### src/rtl/life_gen_scheduler.sv
// Generation sequencer for the ping-pong Game-of-Life row banks: primes the line buffer,
// walks the grid with toroidal wrap, shares the current-bank read port with the display.
module life_gen_scheduler #(
    parameter int Y_SIZE  = 720,
    parameter int Y_WIDTH = $clog2(Y_SIZE)
) (
    input  logic               out_stream_aclk,
    input  logic               periph_resetn,
    input  logic               init_done,
    input  logic               pause,
    input  logic               step,
    input  logic               frame_sof,
    input  logic               disp_req,
    input  logic [Y_WIDTH-1:0] disp_addr,
    output logic               rd_en,
    output logic [Y_WIDTH-1:0] rd_addr,
    output logic [2:0]         lb_load,
    output logic               lb_shift,
    output logic               wr_en,
    output logic [Y_WIDTH-1:0] wr_addr,
    output logic               bank_sel,
    output logic               busy,
    output logic               gen_done,
    output logic [31:0]        gen_count
);

    typedef enum logic [2:0] {
        S_IDLE,
        S_PRIME,
        S_CALC,
        S_ISSUE,
        S_LOAD,
        S_SWAP_WAIT
    } state_t;

    localparam logic [Y_WIDTH-1:0] ROW_LAST = Y_WIDTH'(Y_SIZE - 1);
    localparam logic [2:0]         LD_TOP   = 3'b001;
    localparam logic [2:0]         LD_MID   = 3'b010;
    localparam logic [2:0]         LD_BOT   = 3'b100;

    state_t             state_q, state_d;
    logic [Y_WIDTH-1:0] row_q, row_d;
    logic [1:0]         prime_cnt_q, prime_cnt_d;
    logic [2:0]         lb_load_q, lb_load_d;
    logic               gen_done_q, gen_done_d;
    logic               bank_sel_q, bank_sel_d;
    logic [31:0]        gen_count_q, gen_count_d;

    logic               sched_want;
    logic               sched_issue;
    logic [Y_WIDTH-1:0] sched_addr;
    logic               disp_grant;

    function automatic logic [Y_WIDTH-1:0] row_inc(input logic [Y_WIDTH-1:0] r);
        return (r == ROW_LAST) ? '0 : r + Y_WIDTH'(1);
    endfunction

    // Scheduler read request; in ISSUE row_q already points at the row being computed next.
    always_comb begin
        sched_want = 1'b0;
        sched_addr = '0;
        case (state_q)
            S_PRIME: begin
                sched_want = 1'b1;
                case (prime_cnt_q)
                    2'd0:    sched_addr = ROW_LAST;
                    2'd1:    sched_addr = '0;
                    default: sched_addr = Y_WIDTH'(1);
                endcase
            end
            S_ISSUE: begin
                sched_want = 1'b1;
                sched_addr = row_inc(row_q);
            end
            default: ;
        endcase
    end

    assign disp_grant  = periph_resetn & disp_req;
    assign sched_issue = sched_want & ~disp_req;

    always_comb begin
        state_d     = state_q;
        row_d       = row_q;
        prime_cnt_d = prime_cnt_q;
        lb_load_d   = 3'b000;
        gen_done_d  = 1'b0;
        bank_sel_d  = bank_sel_q;
        gen_count_d = gen_count_q;
        case (state_q)
            S_IDLE: begin
                if (init_done && (!pause || step)) begin
                    state_d     = S_PRIME;
                    row_d       = '0;
                    prime_cnt_d = 2'd0;
                end
            end
            S_PRIME: begin
                if (sched_issue) begin
                    case (prime_cnt_q)
                        2'd0: begin
                            lb_load_d   = LD_TOP;
                            prime_cnt_d = 2'd1;
                        end
                        2'd1: begin
                            lb_load_d   = LD_MID;
                            prime_cnt_d = 2'd2;
                        end
                        default: begin
                            lb_load_d = LD_BOT;
                            state_d   = S_LOAD;
                        end
                    endcase
                end
            end
            S_CALC: begin
                if (row_q == ROW_LAST) begin
                    state_d    = S_SWAP_WAIT;
                    gen_done_d = 1'b1;
                end else begin
                    row_d   = row_inc(row_q);
                    state_d = S_ISSUE;
                end
            end
            S_ISSUE: begin
                if (sched_issue) begin
                    lb_load_d = LD_BOT;
                    state_d   = S_LOAD;
                end
            end
            S_LOAD: state_d = S_CALC;
            S_SWAP_WAIT: begin
                // The gen_done cycle itself never swaps, so a coincident sof is skipped.
                if (frame_sof && !gen_done_q) begin
                    bank_sel_d  = ~bank_sel_q;
                    gen_count_d = gen_count_q + 32'd1;
                    state_d     = S_IDLE;
                end
            end
            default: state_d = S_IDLE;
        endcase
    end

    always_ff @(posedge out_stream_aclk or negedge periph_resetn) begin
        if (!periph_resetn) begin
            state_q     <= S_IDLE;
            row_q       <= '0;
            prime_cnt_q <= 2'd0;
            lb_load_q   <= 3'b000;
            gen_done_q  <= 1'b0;
            bank_sel_q  <= 1'b0;
            gen_count_q <= 32'd0;
        end else begin
            state_q     <= state_d;
            row_q       <= row_d;
            prime_cnt_q <= prime_cnt_d;
            lb_load_q   <= lb_load_d;
            gen_done_q  <= gen_done_d;
            bank_sel_q  <= bank_sel_d;
            gen_count_q <= gen_count_d;
        end
    end

    assign rd_en     = disp_grant | sched_issue;
    assign rd_addr   = disp_grant ? disp_addr : (sched_issue ? sched_addr : '0);
    assign lb_load   = lb_load_q;
    assign wr_en     = (state_q == S_CALC);
    assign wr_addr   = wr_en ? row_q : '0;
    // The row-719 write ends the generation; the buffer is not advanced past it.
    assign lb_shift  = wr_en && (row_q != ROW_LAST);
    assign bank_sel  = bank_sel_q;
    assign busy      = (state_q != S_IDLE);
    assign gen_done  = gen_done_q;
    assign gen_count = gen_count_q;

endmodule

### config.mk
export PLATFORM = sky130hd
export DESIGN_NAME = life_gen_scheduler
export DESIGN_NICKNAME = d
export VERILOG_FILES = /design/src/rtl/life_gen_scheduler.sv
export SDC_FILE = /design/constraint.sdc
export NUM_CORES = 1
export LEC_CHECK = 0
export ABC_CLOCK_PERIOD_IN_PS = 3060
export CAP_MARGIN = 20
export CORE_MARGIN = 2
export CORE_UTILIZATION = 50
export DETAILED_ROUTE_END_ITERATION = 8
export GPL_TIMING_DRIVEN = 0
export PLACE_DENSITY = 0.83
export SLEW_MARGIN = 25
export SYNTH_ARGS = -nofsm -noshare
export SYNTH_HDL_FRONTEND = slang
export SYNTH_SLANG_ARGS = --single-unit
### constraint.sdc
create_clock -name out_stream_aclk -period 3.06 [get_ports out_stream_aclk]
set_input_delay 0.306 -clock out_stream_aclk [delete_from_list [all_inputs] [get_ports out_stream_aclk]]
set_output_delay 0.306 -clock out_stream_aclk [all_outputs]
set_load 0.01 [all_outputs]
Word level (Yosys, flattened, before mapping) --
Index checks and enable logic that the tools add are counted. Widths: inputs -> output; s select.
Operators by class: bitwise operators 5, reduce and logical (&&, ||, !) cells 17, $add $sub $neg 2, muxes and demuxes 27, equality and inequality tests 15
Operators by type and width (number):
- $mux 10 | 6
- $pmux 10 s2 | 3
- $add 32x1->32 const B | 1
- $mux 3 | 8
- $pmux 3 s6 | 1
- $ne 2x2->1 const B | 6
- $pmux 3 s2 | 2
- $add 10x1->10 const B | 1
- $eq 10x10->1 const B | 1
- $ne 10x10->1 const B | 1
- $pmux 2 s2 | 2
- $eq 3x2->1 const B | 2
- $eq 3x3->1 const B | 2
- $reduce_and 5->1 | 1
- $mux 2 | 2
- $reduce_and 4->1 | 1
- $reduce_bool 2->1 | 2
- $reduce_or 2->1 | 2
- $eq 3x1->1 const B | 1
- $logic_and 1x1->1 | 3
- $logic_not 3->1 | 1
- $mux 1 | 3
- $ne 3x3->1 const B | 1
- $reduce_and 3->1 | 1
- 9 further kinds | 12
Storage, ports and cells: logic and storage cells 73, input port bits 17, output and inout port bits 61, flip-flop bits (word level) 52

Logic depth before layout (Yosys ltp) --
Gate-level depths: netlist of the first run.
depth after elaboration 6, gate-level depth with buffers 8, depth with buffers taken out 6

Worst setup path before layout of the first run --
No wires, ideal clock.
kind reg2out, start point register row_q[0], end point output rd_addr[0], stages on the path, launching flop included 6, required time 2.754 ns, data arrival time 1.605 ns, buffers on the path 0, slack 1.149 ns, cell sequence dfrtp_1 > ha_1 > nand3_1 > or3_1 > nand4_1 > o221ai_1
Between the ends: word-level cells in the longest chain between the ends 5, elaborated cells on any way between the ends 6, classes of those cells add/sub (1); eq/ne (1); mux (4)
Ends and longest elaborated chain:
- start: declaration | line 42 | logic [Y_WIDTH-1:0] row_q, row_d;
- start signal: assignment | line 155 | row_q <= row_d;
- $add 10x1->10 or $eq 10x10->1 (tied branches) | line 55 | return (r == ROW_LAST) ? '0 : r + Y_WIDTH'(1);
- $mux 10 * | line 55
- $pmux 10 s2 * | line 62 | case (state_q)
- $mux 10 * (2 in a row) | line 165 | assign rd_addr = disp_grant ? disp_addr : (sched_issue ? sched_addr : '0);
- end: declaration | line 16 | output logic [Y_WIDTH-1:0] rd_addr,
Mark *: on every way between the ends. The rest lies on a longest branch, timed or not.

Worst setup path in the final report of the first run --
Ends and elaborated chain as after synthesis.

==> flow_summary_export.csv, run 1 <==
group,metric,value,unit
logic_synthesis,synthCells,288,
cells_and_area,multiInputGateArea,1450,sq um
cells_and_area,antenna_cells,0,
logic_synthesis,syn_area,2840,sq um
grt,antenna_found_initial,0,
critical_path,reg2reg_setup_slack,1.04,ns
floorplanning,fp.dieArea,6290,sq um
placed_design,dp_cells,437,
logic_synthesis,yosys.area.top_type,"dfrtp_1",
critical_path,cp.arrival,2.58,ns
critical_path,path_delay_family,"simple AND/OR/NAND/NOR gates",
floorplanning,num_rows,27,
timing,maxSlewHeadroom,46.5,%
critical_path,cpPeakStageDelay,0.50,ns
pwr,power_leakage,1.58,nW
logic_synthesis,synth_flop_cell,"dfrtp_1",
critical_path,timing.rr.start,"row_q[4]",
grt,track_usage,22.7,%
cells_and_area,nNetsFinal,392,
placed_design,gp_congestion,0.810,
clock_tree,clockBufferDepth,2,
grt,grt_overflow,0,
worst_hold_path,min_path_type,"primary input to asynchronous set/reset pin",
cells_and_area,final_cell_mix,"clkdlybuf4s50_1, dfrtp_1, nand2_1, xnor2_1",
placed_design,io_buffer_count,77,
timing,slew_violations,0,
logic_synthesis,synthArstFlopShare,100,%
pwr,p_per_area,512,nW/um^2
cells_and_area,final_cells,446,
critical_path,crit_path_start,"row_q[0]",
grt,grt_pass1_wl,11400,um
critical_path,cp.required,2.75,ns
critical_path,cp-start-kind,"flop",
timing,rsz0062_at_grt,"false",
cells_and_area,drive_above_1_share,9.63,%
logic_synthesis,synth.area.top_cells,"dfrtp_1, xnor2_1, xor2_1",
routing,ant_nets,0,
critical_path,r2r_end,"row_q[0]",
cells_and_area,area_delta_synth_final,34.3,%
routing,drc,0,
routing,firstDrtPassIters,4,
placed_design,placed_area,3690,sq um
timing,finalCritPeriodShare,94.2,%
timing,finalSetupViolCount,0,
clock_tree,clkSinkCount,52,
cells_and_area,final_area,3810,sq um
timing,fmax,347,MHz
routing,drt_iter0_drc,106,
timing,fin_skew,0.00524,ns
placed_design,dp_slack,0.340,ns
clock_tree,cts_max_level,2,
critical_path,endpoint,"rd_addr[0]",
critical_path,critical_path_depth,7,
placed_design,hpwl,4860,um
critical_path,endpoint_kind,"primary output",
clock_tree,cts_tree,"yes",
pwr,vdd.ir_drop.worst,323,uV
cells_and_area,nFillCells,448,
critical_path,crit_path_top_delay_cell,"clkdlybuf4s50_1",
logic_synthesis,ys_ff_latch,52,
floorplanning,fp.coreArea,5510,sq um
clock_tree,ctsHoldBuffers,0,
logic_synthesis,synth_nets,307,
routing,vias,2466,
logic_synthesis,syn_area_per_cell,9.85,sq um
clock_tree,cts_root_buffer,"clkbuf_8",
critical_path,cp_max_fo,10,
grt,grt_max_degree,55,
floorplanning,die_h,79.3,um
critical_path,path_cells,"ha_1, nand3_1, or3_1, nand4_1, buf_4, o221ai_1, clkdlybuf4s50_1",
cells_and_area,final-seq-area,1300,sq um
routing,avgViaCountPerCell,5.53,
clock_tree,cts_buffers,5,
pwr,total_power,0.00195,W
logic_synthesis,ys_warn_count,0,
floorplanning,ios,78,
critical_path,ff2ff_path_depth,6,
status,status,"finished clean",
logic_synthesis,synth_top_cell_area_share,45.9,%
clock_tree,insertion_delay,0.31,ns
clock_tree,clk_pin_slew_worst_paths,0.10,ns
logic_synthesis,synth_cell_types,46,
routing,routed_wl,6690,um
cells_and_area,mostFrequentLayoutCell,"clkdlybuf4s50_1",
logic_synthesis,ys_seq_area_share,45.9,%
critical_path,critPathBufInv,2,
grt,grt_pass1_vias,2456,
floorplanning,start_util,51.5,%
logic_synthesis,synth_enable_flop_cells,0,
floorplanning,die_x,79.3,um
flow_run,drv_cap,0,
critical_path,critPathKind,"flop to primary output",
routing,wl_per_cell,15.0,um
timing,tightestPinTransition,0.796,ns
timing,period_minus_slack,2.88,ns
timing,setup_ws,0.177,ns
timing,final_hold_viol_count,0,
-- synth_stat cells (5+ instances only) --
cell and number:
dfrtp_1 52, nand2_1 29, xnor2_1 25, nand3_1 15
nor2_1 15, and2_1 13, xor2_1 13, inv_1 12
nand4_1 10, clkbuf_1 9, nand2b_1 9, nor3_2 9
o211ai_1 6, o2bb2ai_1 6, o21ai_0 5
-- repair_timing --
action / in CTS / in global routing
gates resized for setup: 0 / 2
buffers inserted: 0 / 1
setup endpoints to repair: 0 / 11
-- routing by layer --
layer / track usage [%] / vias up / part of all wire [%]
met5: 0 / - / 0
li1: - / 1177 / -
met3: 5.57 / 10 / 5.2
met4: 8.28 / 0 / 1.5
met1: 29.0 / 1208 / 45
met2: 37.6 / 71 / 49
-- registers in the layout, indices dropped and copies added, names as in the netlist --
name	count
gen_done	1
bank_sel	1
gen_count	32
lb_load	3
prime_cnt_q	2
row_q	10
state_q	3
-- kinds of logic (layout without fill, tap and decap cells) --
| logic type | count (synthesis) | after routing | synth area share, % |
|---|---|---|---|
| multiplexers | 3 | 3 | 1.19 |
| adder cells (fa/ha/maj) | 2 | 2 | 0.882 |
| AND/OR/NAND/NOR | 134 | 134 | 27.8 |
| flip-flops | 52 | 52 | 45.9 |
| AO/OA/AOI/OAI | 35 | 35 | 9.04 |
| buffers and inverters | 24 | 110 | 3.48 |
| XOR/XNOR | 38 | 38 | 11.7 |
-- metrics by stage --
| step | TNS [ns] | utilization [%] | hold WS [ns] |
|---|---|---|---|
| 5_1_grt | 0 | 69.2 | 0.0678 |
| 4_1_cts | 0 | 68.8 | 0.0360 |
| 6_report | 0 | 69.2 | 0.00953 |
| 3_5_place_dp | 0 | 67.1 | 0.385 |
| 2_1_floorplan | 0 | - | 0.0104 |
| 3_3_place_gp | -12.07 | 67.1 | 0.457 |
-- worst register-to-register path, delay by kind of cell (launching register included) --
| family | cells | cell delay, ns |
|---|---|---|
| mux | 1 | 0.33 |
| compound gates | 1 | 0.34 |
| simple gates | 2 | 0.38 |
| flops | 1 | 0.33 |
| buf+inv | 2 | 0.53 |
-- cell type report --
cell class                      count  share of cell area (%)
Buffer                             12                    1.41
Clock inverter                      3                   0.723
Clock buffer                        5                    1.81
Timing Repair Buffer               78                    20.4
Tap cell                           72                    2.37
Sequential cell                    52                    34.2
Multi-Input combinational cell    212                    37.9
Inverter                           12                    1.18
-- worst min-delay path by stage --
stage	startpoint	to	cells past startpoint
after floorplan	periph_resetn	bank_sel	0
after CTS	periph_resetn	gen_count[15]	1
after detailed placement	periph_resetn	gen_count[23]	1
after global routing	periph_resetn	gen_count[23]	1
after global placement	bank_sel	bank_sel	1
final	periph_resetn	gen_count[23]	1
-- power breakdown --
group / switching [W] / internal [W]
clock: 0.000252 / 0.000168
sequential: 0.0000954 / 0.000765
combinational: 0.000343 / 0.000325
total: 0.000691 / 0.00126
(Power assumes the default switching activity.)
==> inputs of run 2 (changes only) <==
SETUP_SLACK_MARGIN = 0.05   (was default)
==> flow_summary_export.csv, run 2 (synthesized netlist as in run 1, its figures left out) <==
group,metric,value,unit
status,status,"finished clean",
clock_tree,insertion_delay,0.31,ns
timing,slew_violations,0,
grt,antenna_found_initial,0,
routing,drc,0,
placed_design,dp_cells,437,
placed_design,io_buffer_count,77,
placed_design,gp_congestion,0.810,
grt,grt_overflow,0,
critical_path,critPathKind,"flop to primary output",
critical_path,cp-start-kind,"flop",
critical_path,cp.arrival,2.56,ns
clock_tree,cts_buffers,5,
floorplanning,die_x,79.3,um
routing,avgViaCountPerCell,5.57,
critical_path,cp_max_fo,8,
routing,ant_nets,0,
floorplanning,ios,78,
pwr,vdd.ir_drop.worst,337,uV
clock_tree,cts_tree,"yes",
timing,period_minus_slack,2.87,ns
placed_design,placed_area,3690,sq um
grt,grt_pass1_vias,2462,
cells_and_area,nNetsFinal,391,
cells_and_area,final_cell_mix,"clkdlybuf4s50_1, dfrtp_1, nand2_1, xnor2_1, nand3_1",
pwr,total_power,0.00195,W
routing,firstDrtPassIters,4,
timing,finalSetupViolCount,0,
floorplanning,fp.dieArea,6290,sq um
placed_design,dp_slack,0.340,ns
floorplanning,fp.coreArea,5510,sq um
timing,maxSlewHeadroom,45.6,%
timing,rsz0062_at_grt,"true",
cells_and_area,antenna_cells,0,
cells_and_area,utilization,69.0,%
critical_path,cp.required,2.75,ns
critical_path,endpoint_kind,"primary output",
floorplanning,die_h,79.3,um
floorplanning,num_rows,27,
timing,finalCritPeriodShare,93.8,%
floorplanning,start_util,51.5,%
clock_tree,clkSinkCount,52,
grt,track_usage,22.8,%
clock_tree,cts_max_level,2,
pwr,p_per_area,512,nW/um^2
clock_tree,clk_pin_slew_worst_paths,0.10,ns
clock_tree,clockBufferDepth,2,
placed_design,hpwl,4860,um
pwr,power_leakage,1.58,nW
grt,grt_pass1_wl,11400,um
routing,drt_iter0_drc,156,
cells_and_area,area_delta_synth_final,34.0,%
clock_tree,cts_root_buffer,"clkbuf_8",
cells_and_area,final_cells,445,
timing,fmax,348,MHz
routing,vias,2480,
timing,setup_ws,0.189,ns
worst_hold_path,min_path_type,"primary input to asynchronous set/reset pin",
cells_and_area,final_area,3800,sq um
cells_and_area,mostFrequentLayoutCell,"clkdlybuf4s50_1",
routing,routed_wl,6700,um
grt,grt_max_degree,55,
timing,final_hold_viol_count,0,
cells_and_area,largest_reg_flops,32,
cells_and_area,drive_above_1_share,10.2,%
timing,tightestPinTransition,0.809,ns
flow_run,drv_cap,0,
routing,wl_per_cell,15.1,um
timing,fin_skew,0.00451,ns
-- run 2: cell types whose count changed in the layout (fill, tap and decap cells not counted), sizes merged --
cell / previous run / this run
clkbuf: 14 / 13
-- run 2: path summary, 6_finish.rpt --
kind                             startpoint       endpoint  slack, ns  depth (start not counted)
min in group out_stream_aclk       bank_sel       bank_sel       0.48                          1
min                           periph_resetn  gen_count[23]       0.01                          1
min reg2reg                        bank_sel       bank_sel       0.48                          1
max                                row_q[0]       lb_shift       0.19                          5
max in group asynchronous     periph_resetn       row_q[0]       2.58                          1
max reg2reg                        row_q[0]       row_q[0]       0.96                          5
-- run 2: worst max-delay path, stage by stage (launching register included) --
cell	delay, ns
dfrtp_2	0.46
ha_2	0.23
nand3_1	0.16
o31ai_2	0.67
inv_1	0.18
clkdlybuf4s50_1	0.55
-- run 2: layout make-up --
class                      instances  area, sq um
buffer                            11         50.0
multi-input combinational        212         1440
clock inverter                     3         27.5
clock buffer                       5         68.8
fill                             447         1710
sequential                        52         1300
tap                               72         90.1
inverter                          12         45.0
timing repair buffer              78          776
-- run 2: metrics by stage --
step                setup TNS, ns  hold WS (ns)
finish                          0        0.0115
global route                    0        0.0678
CTS                             0        0.0360
detailed placement              0         0.385
global placement           -12.07         0.457
floorplan                       0        0.0104
-- run 2: power by group --
| part | total [W] | leakage [nW] | switching [W] | internal (W) |
|---|---|---|---|---|
| Sequential | 0.000870 | 0.695 | 0.000105 | 0.000766 |
| Clock | 0.000421 | 0.0463 | 0.000252 | 0.000168 |
| Combinational | 0.000655 | 0.836 | 0.000332 | 0.000324 |
| Total | 0.00195 | 1.58 | 0.000688 | 0.00126 |
-- run 2: what timing repair did --
action,in CTS,in global routing
resized for setup,0,3
hold endpoints to repair,0,0
hold buffers,0,0
buffers inserted,1,0
endpoints found under the setup margin,1,10
-- run 2: routing by layer --
layer,track usage (%),routed length (um),part of all wire (%),vias up
met3,5.57,343,5.1,12
met5,0,0,0,-
met2,37.7,3240,48,77
met4,8.28,108,1.6,0
li1,-,-,-,1175
met1,29.0,3000,45,1216
